## src/rtl/seq_csa_pkg.sv

```systemverilog
// Shared types and constants for the iterative carry-select adder.
package seq_csa_pkg;

  localparam int DEFAULT_WIDTH = 32;
  localparam int DEFAULT_BLOCK = 8;

  typedef enum logic [0:0] {
    IDLE = 1'b0,
    RUN  = 1'b1
  } state_e;

  // Ceiling log2 that never returns less than one bit.
  function automatic int clog2_min1(input int n);
    int r;
    r = 1;
    while ((32'sd1 << r) < n) begin
      r = r + 1;
    end
    return r;
  endfunction

endpackage

```

## src/rtl/seq_csa_adder_csa_block_select.sv

```systemverilog
// One carry-select slice: both carry-in results are formed, then the incoming carry picks one.
module csa_block_select #(
  parameter int BLOCK = 8
) (
  input  logic [BLOCK-1:0] a_i,
  input  logic [BLOCK-1:0] b_i,
  input  logic             sel_i,
  output logic [BLOCK-1:0] sum_o,
  output logic             carry_o
);

  logic [BLOCK:0] sum0_s;
  logic [BLOCK:0] sum1_s;

  always_comb begin
    sum0_s = {1'b0, a_i} + {1'b0, b_i};
    sum1_s = {1'b0, a_i} + {1'b0, b_i} + {{BLOCK{1'b0}}, 1'b1};
    if (sel_i) begin
      sum_o   = sum1_s[BLOCK-1:0];
      carry_o = sum1_s[BLOCK];
    end else begin
      sum_o   = sum0_s[BLOCK-1:0];
      carry_o = sum0_s[BLOCK];
    end
  end

endmodule

```

## src/rtl/seq_csa_adder.sv

```systemverilog
// Iterative carry-select adder, one BLOCK-bit slice per clock, LSB slice first.
// Define SEQ_CSA_OVERFLOW_EN to add the registered signed-overflow output.
module seq_csa_adder
  import seq_csa_pkg::*;
#(
  parameter int WIDTH = DEFAULT_WIDTH,
  parameter int BLOCK = DEFAULT_BLOCK
) (
  input  logic             clk,
  input  logic             reset,
  input  logic             start,
  input  logic [WIDTH-1:0] a,
  input  logic [WIDTH-1:0] b,
  input  logic             cin,
  output logic             ready,
  output logic             done,
  output logic [WIDTH-1:0] sum,
  output logic             cout
`ifdef SEQ_CSA_OVERFLOW_EN
  ,
  output logic             overflow
`endif
);

  localparam int N    = WIDTH / BLOCK;
  localparam int IDXW = clog2_min1(N);
  localparam int LSBW = clog2_min1(WIDTH);

  if (BLOCK < 1 || BLOCK > WIDTH) begin : g_bad_block
    $error("seq_csa_adder: BLOCK must lie in 1..WIDTH");
  end else if ((WIDTH % BLOCK) != 0) begin : g_bad_width
    $error("seq_csa_adder: WIDTH must be a multiple of BLOCK");
  end

  state_e            state_q, state_d;
  logic [IDXW-1:0]   idx_q;
  logic [WIDTH-1:0]  a_q, b_q, acc_q, acc_d, sum_q;
  logic              carry_q, cout_q, done_q;
  logic [LSBW-1:0]   lsb_s;
  logic [BLOCK-1:0]  a_sl_s, b_sl_s, blk_sum_s;
  logic              blk_carry_s, last_s;
`ifdef SEQ_CSA_OVERFLOW_EN
  logic              ovf_q;
`endif

  always_ff @(posedge clk) begin
    if (reset) begin
      state_q <= IDLE;
    end else begin
      state_q <= state_d;
    end
  end

  always_comb begin
    state_d = state_q;
    case (state_q)
      IDLE:    state_d = start ? RUN : IDLE;
      RUN:     state_d = last_s ? IDLE : RUN;
      default: state_d = IDLE;
    endcase
  end

  always_comb begin
    ready = 1'b0;
    case (state_q)
      IDLE:    ready = 1'b1;
      RUN:     ready = 1'b0;
      default: ready = 1'b0;
    endcase
  end

  // Slice selection; lsb_s never exceeds WIDTH-BLOCK so the narrow product is exact.
  always_comb begin
    lsb_s  = LSBW'(idx_q) * LSBW'(BLOCK);
    last_s = (idx_q == IDXW'(N - 1));
    a_sl_s = a_q[lsb_s +: BLOCK];
    b_sl_s = b_q[lsb_s +: BLOCK];
    acc_d  = acc_q;
    acc_d[lsb_s +: BLOCK] = blk_sum_s;
  end

  csa_block_select #(.BLOCK(BLOCK)) u_blk (
    .a_i     (a_sl_s),
    .b_i     (b_sl_s),
    .sel_i   (carry_q),
    .sum_o   (blk_sum_s),
    .carry_o (blk_carry_s)
  );

  always_ff @(posedge clk) begin
    if (reset) begin
      idx_q   <= '0;
      a_q     <= '0;
      b_q     <= '0;
      acc_q   <= '0;
      sum_q   <= '0;
      carry_q <= 1'b0;
      cout_q  <= 1'b0;
      done_q  <= 1'b0;
`ifdef SEQ_CSA_OVERFLOW_EN
      ovf_q   <= 1'b0;
`endif
    end else begin
      done_q <= 1'b0;
      case (state_q)
        IDLE: begin
          if (start) begin
            a_q     <= a;
            b_q     <= b;
            carry_q <= cin;
            idx_q   <= '0;
          end
        end
        RUN: begin
          acc_q   <= acc_d;
          carry_q <= blk_carry_s;
          idx_q   <= idx_q + IDXW'(1);
          if (last_s) begin
            sum_q  <= acc_d;
            cout_q <= blk_carry_s;
            done_q <= 1'b1;
`ifdef SEQ_CSA_OVERFLOW_EN
            // Carry into the MSB is recovered from the MSB's own sum bit.
            ovf_q  <= a_q[WIDTH-1] ^ b_q[WIDTH-1] ^ blk_sum_s[BLOCK-1] ^ blk_carry_s;
`endif
          end
        end
        default: begin
          done_q <= 1'b0;
        end
      endcase
    end
  end

  assign done = done_q;
  assign sum  = sum_q;
  assign cout = cout_q;
`ifdef SEQ_CSA_OVERFLOW_EN
  assign overflow = ovf_q;
`endif

endmodule
```

## config.mk

```make
export PLATFORM = sky130hd
export DESIGN_NAME = seq_csa_adder
export DESIGN_NICKNAME = d
export VERILOG_FILES = /design/src/rtl/seq_csa_pkg.sv /design/src/rtl/seq_csa_adder_csa_block_select.sv /design/src/rtl/seq_csa_adder.sv
export SDC_FILE = /design/constraint.sdc
export NUM_CORES = 1
export LEC_CHECK = 0
export CAP_MARGIN = 20
export CORE_MARGIN = 5
export CORE_UTILIZATION = 45
export CTS_BUF_LIST = sky130_fd_sc_hd__clkbuf_8
export CTS_CLUSTER_SIZE = 8
export DETAILED_ROUTE_END_ITERATION = 6
export GPL_TIMING_DRIVEN = 1
export PLACE_DENSITY = 0.71
export RECOVER_POWER = 25
export SYNTH_ARGS = -nofsm -noshare
export SYNTH_HDL_FRONTEND = slang
export SYNTH_SLANG_ARGS = --single-unit
```

## constraint.sdc

```tcl
create_clock -name clk -period 5.7 [get_ports clk]
set_input_delay 1.14 -clock clk [delete_from_list [all_inputs] [get_ports clk]]
set_output_delay 1.14 -clock clk [all_outputs]
set_load 0.02 [all_outputs]
```

# == Word level (Yosys, flattened, before mapping) ==
# Cells that the tools add are included.
# word_totals
romBits,0
ff_bits,134
n_memories,0
latchBits,0
word_cells,35
ram_bits,0
# op_classes
n_div,0
n_bitwise,1
shifts,4
eq_ne,2
mux,12
n_reduce_logical,3
mul,0
magnitude_cmp,0
addsub,4
# op_table
op,count
$shiftx A32 B6 Y8,2
$bwmux W32,1
$shift A8 B7 Y32 const A,1
$shiftx A8 B7 Y32,1
$add A8 B8 Y9,1
$add A9 B1 Y9 const B,1
$mux W8,1
$neg A5 Y7,1
$pmux W1 S2,3
$mux W1,5
$pmux W2 S2,1
$reduce_and A2 Y1,2
$add A2 B1 Y2 const B,1
$eq A2 B2 Y1 const B,1
$mux W2,1
$ne A2 B2 Y1 const B,1
$reduce_or A2 Y1,1
$not A1 Y1,1

# == Logic depth before layout (Yosys ltp) ==
# Gate-level depths: netlist of run 1.
# logic_depth
word_depth,6
ltp_mapped,11
depth_no_buf,9

# == Modules after synthesis ==
# From an unflattened synthesis of run 1, not the netlist that was laid out.
# unflattened
hier_cells,640
area_unflattened_um2,5602.9
# modules_own_cells
mod,n_inst,seq_area_each_um2,area_each_um2,cells_each
seq_csa_adder,1,2522.4,5141.2,579
csa_block_select,1,0.0,461.7,61

# == Worst setup path after synthesis of run 1 ==
# Ideal clock, no wire load.
# synth_timing
path_type,register -> register
start,register idx_q[0]
end,register carry_q
slack_ns,1.621
arrival_time_ns,3.998
required_time_ns,5.619
setup_ns,0.081
stages_incl_launch_ff,12
cell_sequence,dfxtp_1 > clkbuf_1 > buf_1 > mux4_2 > ha_1 > a211oi_2 > nor2_1 > or2_1 > buf_2 > or3_4 > or4_1 > a41oi_1
# synth_between
elab_chain_len,5
word_cells_on_any_way,6
cone_classes,add/sub (2); shift (2); mux (2)
# synth_lines
item,line,rtl
"start, declared",seq_csa_adder.sv:36,logic [IDXW-1:0] idx_q;
"start signal, assigned",seq_csa_adder.sv:117,idx_q <= idx_q + IDXW'(1);
"$shiftx A32 B6 Y8, on equally long branches","seq_csa_adder.sv:76, seq_csa_adder.sv:77",
$add A8 B8 Y9 (*),"seq_csa_adder_csa_block_select.sv:16, seq_csa_adder_csa_block_select.sv:17",
$add A9 B1 Y9,seq_csa_adder_csa_block_select.sv:17,"sum1_s = {1'b0, a_i} + {1'b0, b_i} + {{BLOCK{1'b0}}, 1'b1};"
$mux W1 (*),seq_csa_adder_csa_block_select.sv:18,if (sel_i) begin
$pmux W1 S2 (*),seq_csa_adder.sv:105,case (state_q)
"end signal, assigned",seq_csa_adder.sv:110,carry_q <= cin;
"end signal, assigned",seq_csa_adder.sv:116,carry_q <= blk_carry_s;
"end, declared",seq_csa_adder.sv:38,"logic carry_q, cout_q, done_q;"
# Every way passes the cells marked *; elsewhere a longest branch is shown, timed or not.
# A chain may end at the register's enable or synchronous reset.

# == Worst setup path after layout of run 1 ==
# layout_timing
start,register idx_q[1]
end,"register sum_q[31], in the netlist sum[31]"
# layout_between
elab_chain_len,6
word_cells_on_any_way,11
cone_classes,add/sub (3); eq/ne (1); shift (4); mux (2); reduce/logical (1)
# layout_lines
item,line,rtl
"$shiftx A32 B6 Y8, on equally long branches","seq_csa_adder.sv:76, seq_csa_adder.sv:77",
$add A8 B8 Y9,"seq_csa_adder_csa_block_select.sv:16, seq_csa_adder_csa_block_select.sv:17",
$add A9 B1 Y9,seq_csa_adder_csa_block_select.sv:17,
$mux W8,seq_csa_adder_csa_block_select.sv:18,
$shiftx A8 B7 Y32,seq_csa_adder.sv:79,acc_d[lsb_s +: BLOCK] = blk_sum_s;
$bwmux W32,seq_csa_adder.sv:79,
"end signal, assigned",seq_csa_adder.sv:96,sum_q <= '0;
"end signal, assigned",seq_csa_adder.sv:119,sum_q <= acc_d;
"end, declared",seq_csa_adder.sv:37,"logic [WIDTH-1:0] a_q, b_q, acc_q, acc_d, sum_q;"
# Parallel ways exist; a longest one is shown, timed or not.

==> results of run 1 <==
## power groups by stage
stage / clock network [µW] / logic, µW / registers (µW)
after floorplan: 0 / 180 / 1010
final: 830 / 284 / 996
after global placement: 0 / 265 / 1020
after detailed placement: 0 / 273 / 1020
after CTS: 834 / 275 / 999
after global routing: 876 / 313 / 1000
## placed cells by master (no fill, tap or decap), types with 3 or more instances in the layout
cell and n:
nand2_1 166, dfxtp_1 134, clkdlybuf4s50_1 100, a21oi_1 93, o21ai_0 51, nor2_1 34
a22oi_1 20, clkbuf_8 19, mux4_2 16, nor2b_1 16, a211oi_1 16, ha_1 15
nor3_1 6, inv_1 5, buf_4 5, xor2_1 4, nand2b_1 4, nand3b_1 4
clkinvlp_4 4, o21a_1 3, nor4_1 3, and2_1 3, clkinv_2 3, bufinv_16 3
## how the worst max path moves through the flow
stage                  start  endpoint  cells after the start
floorplan           idx_q[0]   carry_q                     11
global route           start   b_q[24]                      5
detailed placement  idx_q[0]   sum[31]                      9
finish              idx_q[1]   sum[31]                      8
CTS                 idx_q[0]   sum[31]                      9
global placement    idx_q[0]   sum[31]                      9
## metal layers
metal | GRT usage [%] | vias to the layer above | part of all wire, % | wire, µm
met1 | 25.9 | 2389 | 45 | 6690
met4 | 8.03 | 0 | 1.8 | 267
met3 | 5.27 | 29 | 6.2 | 914
met5 | 0 | - | 0 | 0
met2 | 31.2 | 159 | 47 | 6930
li1 | - | 2555 | - | -
## worst register-to-register path: stages (launching register included)
cell and delay (ns):
dfxtp_1 0.96, mux4_2 0.48, ha_1 0.34, a211o_1 0.33, a211oi_2 0.33, nor4b_1 0.12, or3b_2 0.52, xnor2_1 0.58
o21ai_0 0.20
## through the flow
stage	total power [µW]	instances	cell area, µm²	hold WS [ns]
4_1_cts	2110	950	7390	0.455
3_3_place_gp	1280	918	6970	0.435
3_5_place_dp	1290	918	6970	0.442
2_1_floorplan	1190	678	5840	0.432
5_1_grt	2190	952	7420	0.469
6_report	2110	952	7420	0.452
## layout make-up
class                           count  area share (%)
Tap cell                          172            2.90
Sequential cell                   134            36.1
Multi-Input combinational cell    500            40.3
Clock buffer                       19            3.52
Timing Repair Buffer              110            14.9
Clock inverter                     13            2.11
Inverter                            4           0.202
## sequential cells by signal, summed over array words and instances, names as in the netlist
signal   count
state_q      1
done         1
b_q         32
idx_q        2
cout         1
a_q         32
acc_q       32
sum         32
carry_q      1
## cells by family after synthesis
| group | after synthesis |
|---|---|
| simple gates | 258 |
| xor+xnor | 6 |
| buf+inv | 44 |
| mux | 19 |
| fa+ha+maj | 16 |
| flops | 134 |
| compound gates | 201 |
==> impl_metrics.toml, run 1 <==
[clock_tree]
cts.path.max_buffers = 2
htree_levels = 4
clk-insertion-delay-late_ns = 0.46
cts_hold_buf = 0
cts_setup_buffers = 0
clk_pin_slew_ns = 0.08
cts_inserted_buffers = 17
clock_sinks = 134
cts-root-buf = "clkbuf_8"
cts_tree = "built"
cts_resized = 0

[min_path]
min_path_type = "reg -> reg"
hold_depth = 2
whs_endpoint = "sum[11]"
min_from = "sum[11]"

[setup_path]
r2r_start = "idx_q[1]"
arrival_ns = 4.31
setup.worst_path.class = "reg -> reg"
r2r_end = "sum[31]"
path_cells = "mux4_2 > ha_1 > a211o_1 > a211oi_2 > nor4b_1 > or3b_2 > xnor2_1 > o21ai_0"
worst_setup_path_start_kind = "flip-flop"
reg2reg_depth = 8
reg2reg_slack_ns = 1.71
crit_fanout = 20
crit_required_ns = 6.02
crit_slowest_cell = "dfxtp_1"
crit_family = "flip-flops"
cp_num_buf_inv = 0
end_kind = "flip-flop"
slowest_delay_ns = 0.96

[final_layout]
seqCellArea_mm2 = 0.00268
final_core_util_pct = 58.6
fin_nets = 851
num-fill-cells = 1170
diodes = 0
multi_input_area_mm2 = 0.00299
drive_gt1_share_pct = 9.10
area_delta_synth_final_pct = 27.2

[grt]
grt_pass1_vias = 4977
antenna_found_initial = 0
track_usage_pct = 19.8
grt_pass1_wl_um = 23900
grt_overflow = 0
grt_max_degree = 65

[yosys]
synthMuxAreaShare_pct = 6.71
ys_seq_area_share_pct = 46.0
synthCells = 678
synth_ff_type = "dfxtp_1"
synth.area.top_cells = "dfxtp_1 (46%), nand2_1 (11%), a21oi_1 (8.1%)"
yosys_warnings = 0
synth_seq_cells = 134
ys_types = 57
yosysMostFrequentCell = "nand2_1"
async_reset_ff_share_pct = 0
synthXorXnorAreaFrac_pct = 0.901
synth_area_per_cell_um2 = 8.61
synth.top_cell.area_share_pct = 46.0
synth_compound_area_share_pct = 20.2
synth_simple_gate_area_share_pct = 19.7
syn-num-nets = 762
synthAdderAreaFrac_pct = 3.56
synth_edf_count = 0
ys_top_cells_by_count = "nand2_1 (167), dfxtp_1 (134), a21oi_1 (94)"
synth_top_area_cell = "dfxtp_1"
synth_top_family_by_area = "compound AO/OA/AOI/OAI gates"
synthesis.area_mm2 = 0.00584

[sta]
worstMarginPinSlew_ns = 2.38
tns_ns = 0
timing.slew.headroom_pct = -58.4
setup_viol = 0
hold_viol_final = 0
skew_ns = 0.0122
finalCritPeriodShare_pct = 70.0
slew_violations = 100
finalCriticalPeriod_ns = 3.99
grt_setup_unrepaired = "no"
fin_ws_ns = 1.71
max_freq_ghz = 0.251

[routing]
drt_pass1_iterations = 5
ant_nets = 0
via_per_inst = 5.39
wirelength_um = 14800
wl_per_cell_um = 15.5
num_vias = 5132
route.detailed.drc = 0
drt_iter0_drc = 450

[power_and_ir_drop]
p_clk_share_pct = 39.3
p_sw_share_pct = 26.5
cellPowerDensity_mw_per_mm2 = 284
peakVddDrop_mv = 0.119
p_leak_uw = 0.00268
power.internal_uw = 1550
sequentialPowerShare_pct = 47.2
combinationalPowerShare_pct = 13.5
p_switching_uw = 558

[placed_design]
pre_cts_ws_ns = 1.31
io_buffers = 102
gp_congestion = 0.847
dp_hpwl_um = 10600

[status]
status = "complete, but fails checks"
violations = "capacitance limit, slew limit"

[floorplan]
dieHeight_um = 124
design.core.area_mm2 = 0.0127
ios = 103
die-area_mm2 = 0.0153
row_count = 41
die_x_um = 124
initial_core_util_pct = 46.1

[job]
maxCapViolations = 2
Power figures use the tool's default switching activity.
==> run 2: changes to the inputs <==
==> constraint.sdc (replaced) <==
create_clock -name clk -period 4.04 [get_ports clk]
set_input_delay 0.808 -clock clk [delete_from_list [all_inputs] [get_ports clk]]
set_output_delay 0.808 -clock clk [all_outputs]
set_load 0.02 [all_outputs]
==> impl_metrics.toml, run 2 (same netlist as run 1, synthesis figures left out) <==
[status]
status = "finished clean"

[sta]
finalCriticalPeriod_ns = 3.69
timing.slew.headroom_pct = 25.0
hold_viol_final = 0
skew_ns = 0.0174
max_freq_ghz = 0.271
worstMarginPinSlew_ns = 1.13
slew_violations = 0
tns_ns = 0
grt_setup_unrepaired = "no"
finalCritPeriodShare_pct = 91.3
fin_ws_ns = 0.352
setup_viol = 0

[setup_path]
crit_required_ns = 4.40
worst_setup_path_start_kind = "flip-flop"
setup.worst_path.class = "reg -> reg"
crit_fanout = 8
arrival_ns = 4.05
end_kind = "flip-flop"

[clock_tree]
clock_sinks = 134
cts_setup_buffers = 0
cts_tree = "built"
cts_hold_buf = 0
clk-insertion-delay-late_ns = 0.44
htree_levels = 4
cts_inserted_buffers = 17
cts-root-buf = "clkbuf_8"
cts.path.max_buffers = 2
cts_resized = 0
clk_pin_slew_ns = 0.07

[routing]
top_layer_used = "met4"
wl_met3_um = 928
via_per_inst = 5.37
num_vias = 5135
wirelength_um = 14700
wl_per_cell_um = 15.4
drt_iter0_drc = 451
route.detailed.drc = 0
drt_pass1_iterations = 5
route.met2.wl_um = 6880
ant_nets = 0
wl_met1_um = 6570

[job]
maxCapViolations = 0

[final_layout]
num-fill-cells = 1159
fin_nets = 856
diodes = 0
drive_gt1_share_pct = 9.69
final_cell_mix = "nand2_1 (166), dfxtp_1 (134), clkdlybuf4s50_1 (100)"
area_delta_synth_final_pct = 27.7
layout_commonest_cell = "nand2_1"

[grt]
track_usage_pct = 20.2
grt_pass1_wl_um = 24200
antenna_found_initial = 0
grt_overflow = 0
grt_pass1_vias = 5071
grt_max_degree = 70

[placed_design]
io_buffers = 102
pre_cts_ws_ns = 0.433
dp_hpwl_um = 10700
gp_congestion = 0.871

[min_path]
min_path_type = "reg -> reg"

[floorplan]
ios = 103
die-area_mm2 = 0.0153
dieHeight_um = 124
die_x_um = 124
initial_core_util_pct = 46.1
design.core.area_mm2 = 0.0127
row_count = 41

[power_and_ir_drop]
cellPowerDensity_mw_per_mm2 = 406
p_leak_uw = 0.00271
peakVddDrop_mv = 0.196
power_uw = 3030
-- run 2: worst paths after layout --
check                           cells past startpoint  slack (ns)  startpoint        to
worst min register to register                      2        0.45     a_q[22]   a_q[22]
worst max register to register                      9        0.35    idx_q[0]  acc_q[6]
worst min-delay path                                2        0.45     a_q[22]   a_q[22]
worst max-delay path                                9        0.35    idx_q[0]  acc_q[6]
-- run 2: final cells by class --
type | count | area (µm²) | share of cell area, %
Clock buffer | 19 | 262 | 3.51
Inverter | 4 | 15.0 | 0.201
Multi-Input combinational cell | 500 | 2990 | 40.1
Tap cell | 172 | 215 | 2.89
Clock inverter | 12 | 175 | 2.35
Sequential cell | 134 | 2680 | 36.0
Timing Repair Buffer | 115 | 1120 | 15.0
-- run 2: stage by stage --
stage | utilization, % | std cells | instance area, µm² | hold slack, ns
after global placement | 55.3 | 922 | 7000 | 0.435
final | 58.8 | 956 | 7450 | 0.454
after global routing | 58.8 | 956 | 7450 | 0.473
after floorplan | - | 678 | 5840 | 0.432
after CTS | 58.7 | 953 | 7440 | 0.458
after detailed placement | 55.3 | 922 | 7000 | 0.444
-- run 2: report_power, final --
group,internal [µW],switching [µW]
registers,1370,30.1
clock network,701,521
logic,177,223
-- run 2: worst max-delay path, cell delays in order, from the launching register on --
cell and delay, ns:
dfxtp_1 0.46, buf_4 0.26, mux4_2 0.57, fa_1 0.48, a211oi_2 0.32, o21ai_0 0.20
o211a_1 0.21, nor4_1 0.71, o21ai_0 0.21, a21oi_1 0.19
-- run 2: metal layers --
layer  vias to the layer above  GRT usage (%)
met5                         -              0
met4                         0           8.58
met3                        32           4.00
met2                       172           32.3
met1                      2369           26.5
li1                       2562              -
==> run 3: changes to the inputs <==
--- a/config.mk
+++ b/config.mk
@@ -14,6 +14,7 @@
 export GPL_TIMING_DRIVEN = 1
 export PLACE_DENSITY = 0.71
 export RECOVER_POWER = 25
+export SLEW_MARGIN = 20
 export SYNTH_ARGS = -nofsm -noshare
 export SYNTH_HDL_FRONTEND = slang
 export SYNTH_SLANG_ARGS = --single-unit
==> impl_metrics.toml, run 3 (same netlist as run 1, synthesis figures left out) <==
[sta]
hold_viol_final = 0
setup_viol = 0
grt_setup_unrepaired = "no"
worstMarginPinSlew_ns = 1.13
slew_violations = 0
finalCritPeriodShare_pct = 91.5
timing.slew.headroom_pct = 24.8
skew_ns = 0.0167
finalCriticalPeriod_ns = 3.70
max_freq_ghz = 0.271
tns_ns = 0

[clock_tree]
cts_hold_buf = 0
cts-root-buf = "clkbuf_8"
cts.path.max_buffers = 2
cts_resized = 0
htree_levels = 4
clk_pin_slew_ns = 0.07
clk-insertion-delay-late_ns = 0.44
cts_setup_buffers = 0
cts_tree = "built"
clock_sinks = 134
cts_inserted_buffers = 17

[setup_path]
crit_family = "compound AO/OA/AOI/OAI gates"
crit_required_ns = 4.40
end_kind = "flip-flop"
reg2reg_depth = 9
path_cells = "buf_4 > mux4_2 > fa_1 > a211oi_2 > o21ai_0 > o211a_1 > nor4_1 > o21ai_0 > a21oi_1"
cp_num_buf_inv = 1
crit_slowest_cell = "nor4_1"
crit_fanout = 8
setup.worst_path.class = "reg -> reg"
reg2reg_slack_ns = 0.34
r2r_end = "acc_q[6]"
arrival_ns = 4.06
slowest_delay_ns = 0.72
cp_common_cell = "o21ai_0"
r2r_start = "idx_q[0]"
worst_setup_path_start_kind = "flip-flop"

[power_and_ir_drop]
p_leak_uw = 0.00269
sequentialPowerShare_pct = 46.4
power.internal_uw = 2250
power_uw = 3030
cellPowerDensity_mw_per_mm2 = 407
peakVddDrop_mv = 0.204
combinationalPowerShare_pct = 13.1
p_switching_uw = 777
p_clk_share_pct = 40.5
p_sw_share_pct = 25.7

[min_path]
hold_depth = 2
whs_endpoint = "a_q[22]"
min_from = "a_q[22]"
min_path_type = "reg -> reg"

[floorplan]
ios = 103
dieHeight_um = 124
initial_core_util_pct = 46.1
die-area_mm2 = 0.0153
row_count = 41
design.core.area_mm2 = 0.0127
die_x_um = 124

[placed_design]
dp_hpwl_um = 10700
dp_cells = 922
io_buffers = 102
gp_congestion = 0.871

[final_layout]
layout_commonest_cell = "nand2_1"
finalNonFillerCells = 953
area_delta_synth_final_pct = 27.5
final_core_util_pct = 58.7
drive_gt1_share_pct = 9.60
final_cell_mix = "nand2_1 (166), dfxtp_1 (134), clkdlybuf4s50_1 (100)"
num-fill-cells = 1155
multi_input_area_mm2 = 0.00300
fin_nets = 853
diodes = 0
seqCellArea_mm2 = 0.00268

[grt]
grt_pass1_wl_um = 24200
grt_overflow = 0
track_usage_pct = 20.2
grt_use_met2_pct = 32.3
grt_pass1_vias = 5071
grtUsageMet3_pct = 4.00
busiest_layer = "met2"
met1_usage_pct = 26.5
grt_max_degree = 70
antenna_found_initial = 0

[job]
maxCapViolations = 0

[routing]
wirelength_um = 14700
num_vias = 5138
route.detailed.drc = 0
wl_per_cell_um = 15.5
via_per_inst = 5.39
drt_pass1_iterations = 5
drt_iter0_drc = 443
ant_nets = 0

[status]
status = "finished clean"
## run 3: cell types whose count changed in the layout (fill, tap and decap cells not counted), sizes merged
cell and change:
clkbuf -2, buf -1
## run 3: final cells by class
type	instances	share of cell area [%]
clock buffers	19	3.51
repair buffers	112	14.6
clock inverters	12	2.35
multi-input cells	500	40.4
well taps	172	2.89
inverters	4	0.202
flip-flops and latches	134	36.1
## run 3: per-layer routing
| metal | wire, µm | up-vias |
|---|---|---|
| met2 | 6890 | 172 |
| met5 | 0 | - |
| met4 | 347 | 0 |
| met1 | 6580 | 2378 |
| li1 | - | 2559 |
| met3 | 932 | 29 |
## run 3: worst max path at each step
stage | from | to | cells after the start
4_1_cts | idx_q[0] | carry_q | 9
5_1_grt | idx_q[0] | acc_q[6] | 9
3_5_place_dp | idx_q[0] | carry_q | 9
3_3_place_gp | idx_q[0] | carry_q | 9
6_report | idx_q[0] | acc_q[6] | 9
2_1_floorplan | idx_q[0] | carry_q | 11
## run 3: metrics by stage
stage	instance area [µm²]	hold WS, ns	setup WS, ns
after floorplan	5840	0.432	0.175
after global placement	7000	0.435	0.531
after detailed placement	7000	0.444	0.433
after CTS	7440	0.458	0.368
after global routing	7440	0.473	0.114
final	7440	0.455	0.344
## run 3: power groups by stage
stage	Clock [µW]	Combinational (µW)	Sequential [µW]
after CTS	1240	398	1400
after global routing	1310	439	1410
after global placement	0	383	1430
final	1230	398	1400
after detailed placement	0	395	1430
after floorplan	0	254	1420
## run 3: worst register-to-register path, stage by stage (launching register included)
cell and delay [ns]:
dfxtp_1 0.46, buf_4 0.26, mux4_2 0.57, fa_1 0.48
a211oi_2 0.32, o21ai_0 0.20, o211a_1 0.21, nor4_1 0.72
o21ai_0 0.22, a21oi_1 0.19
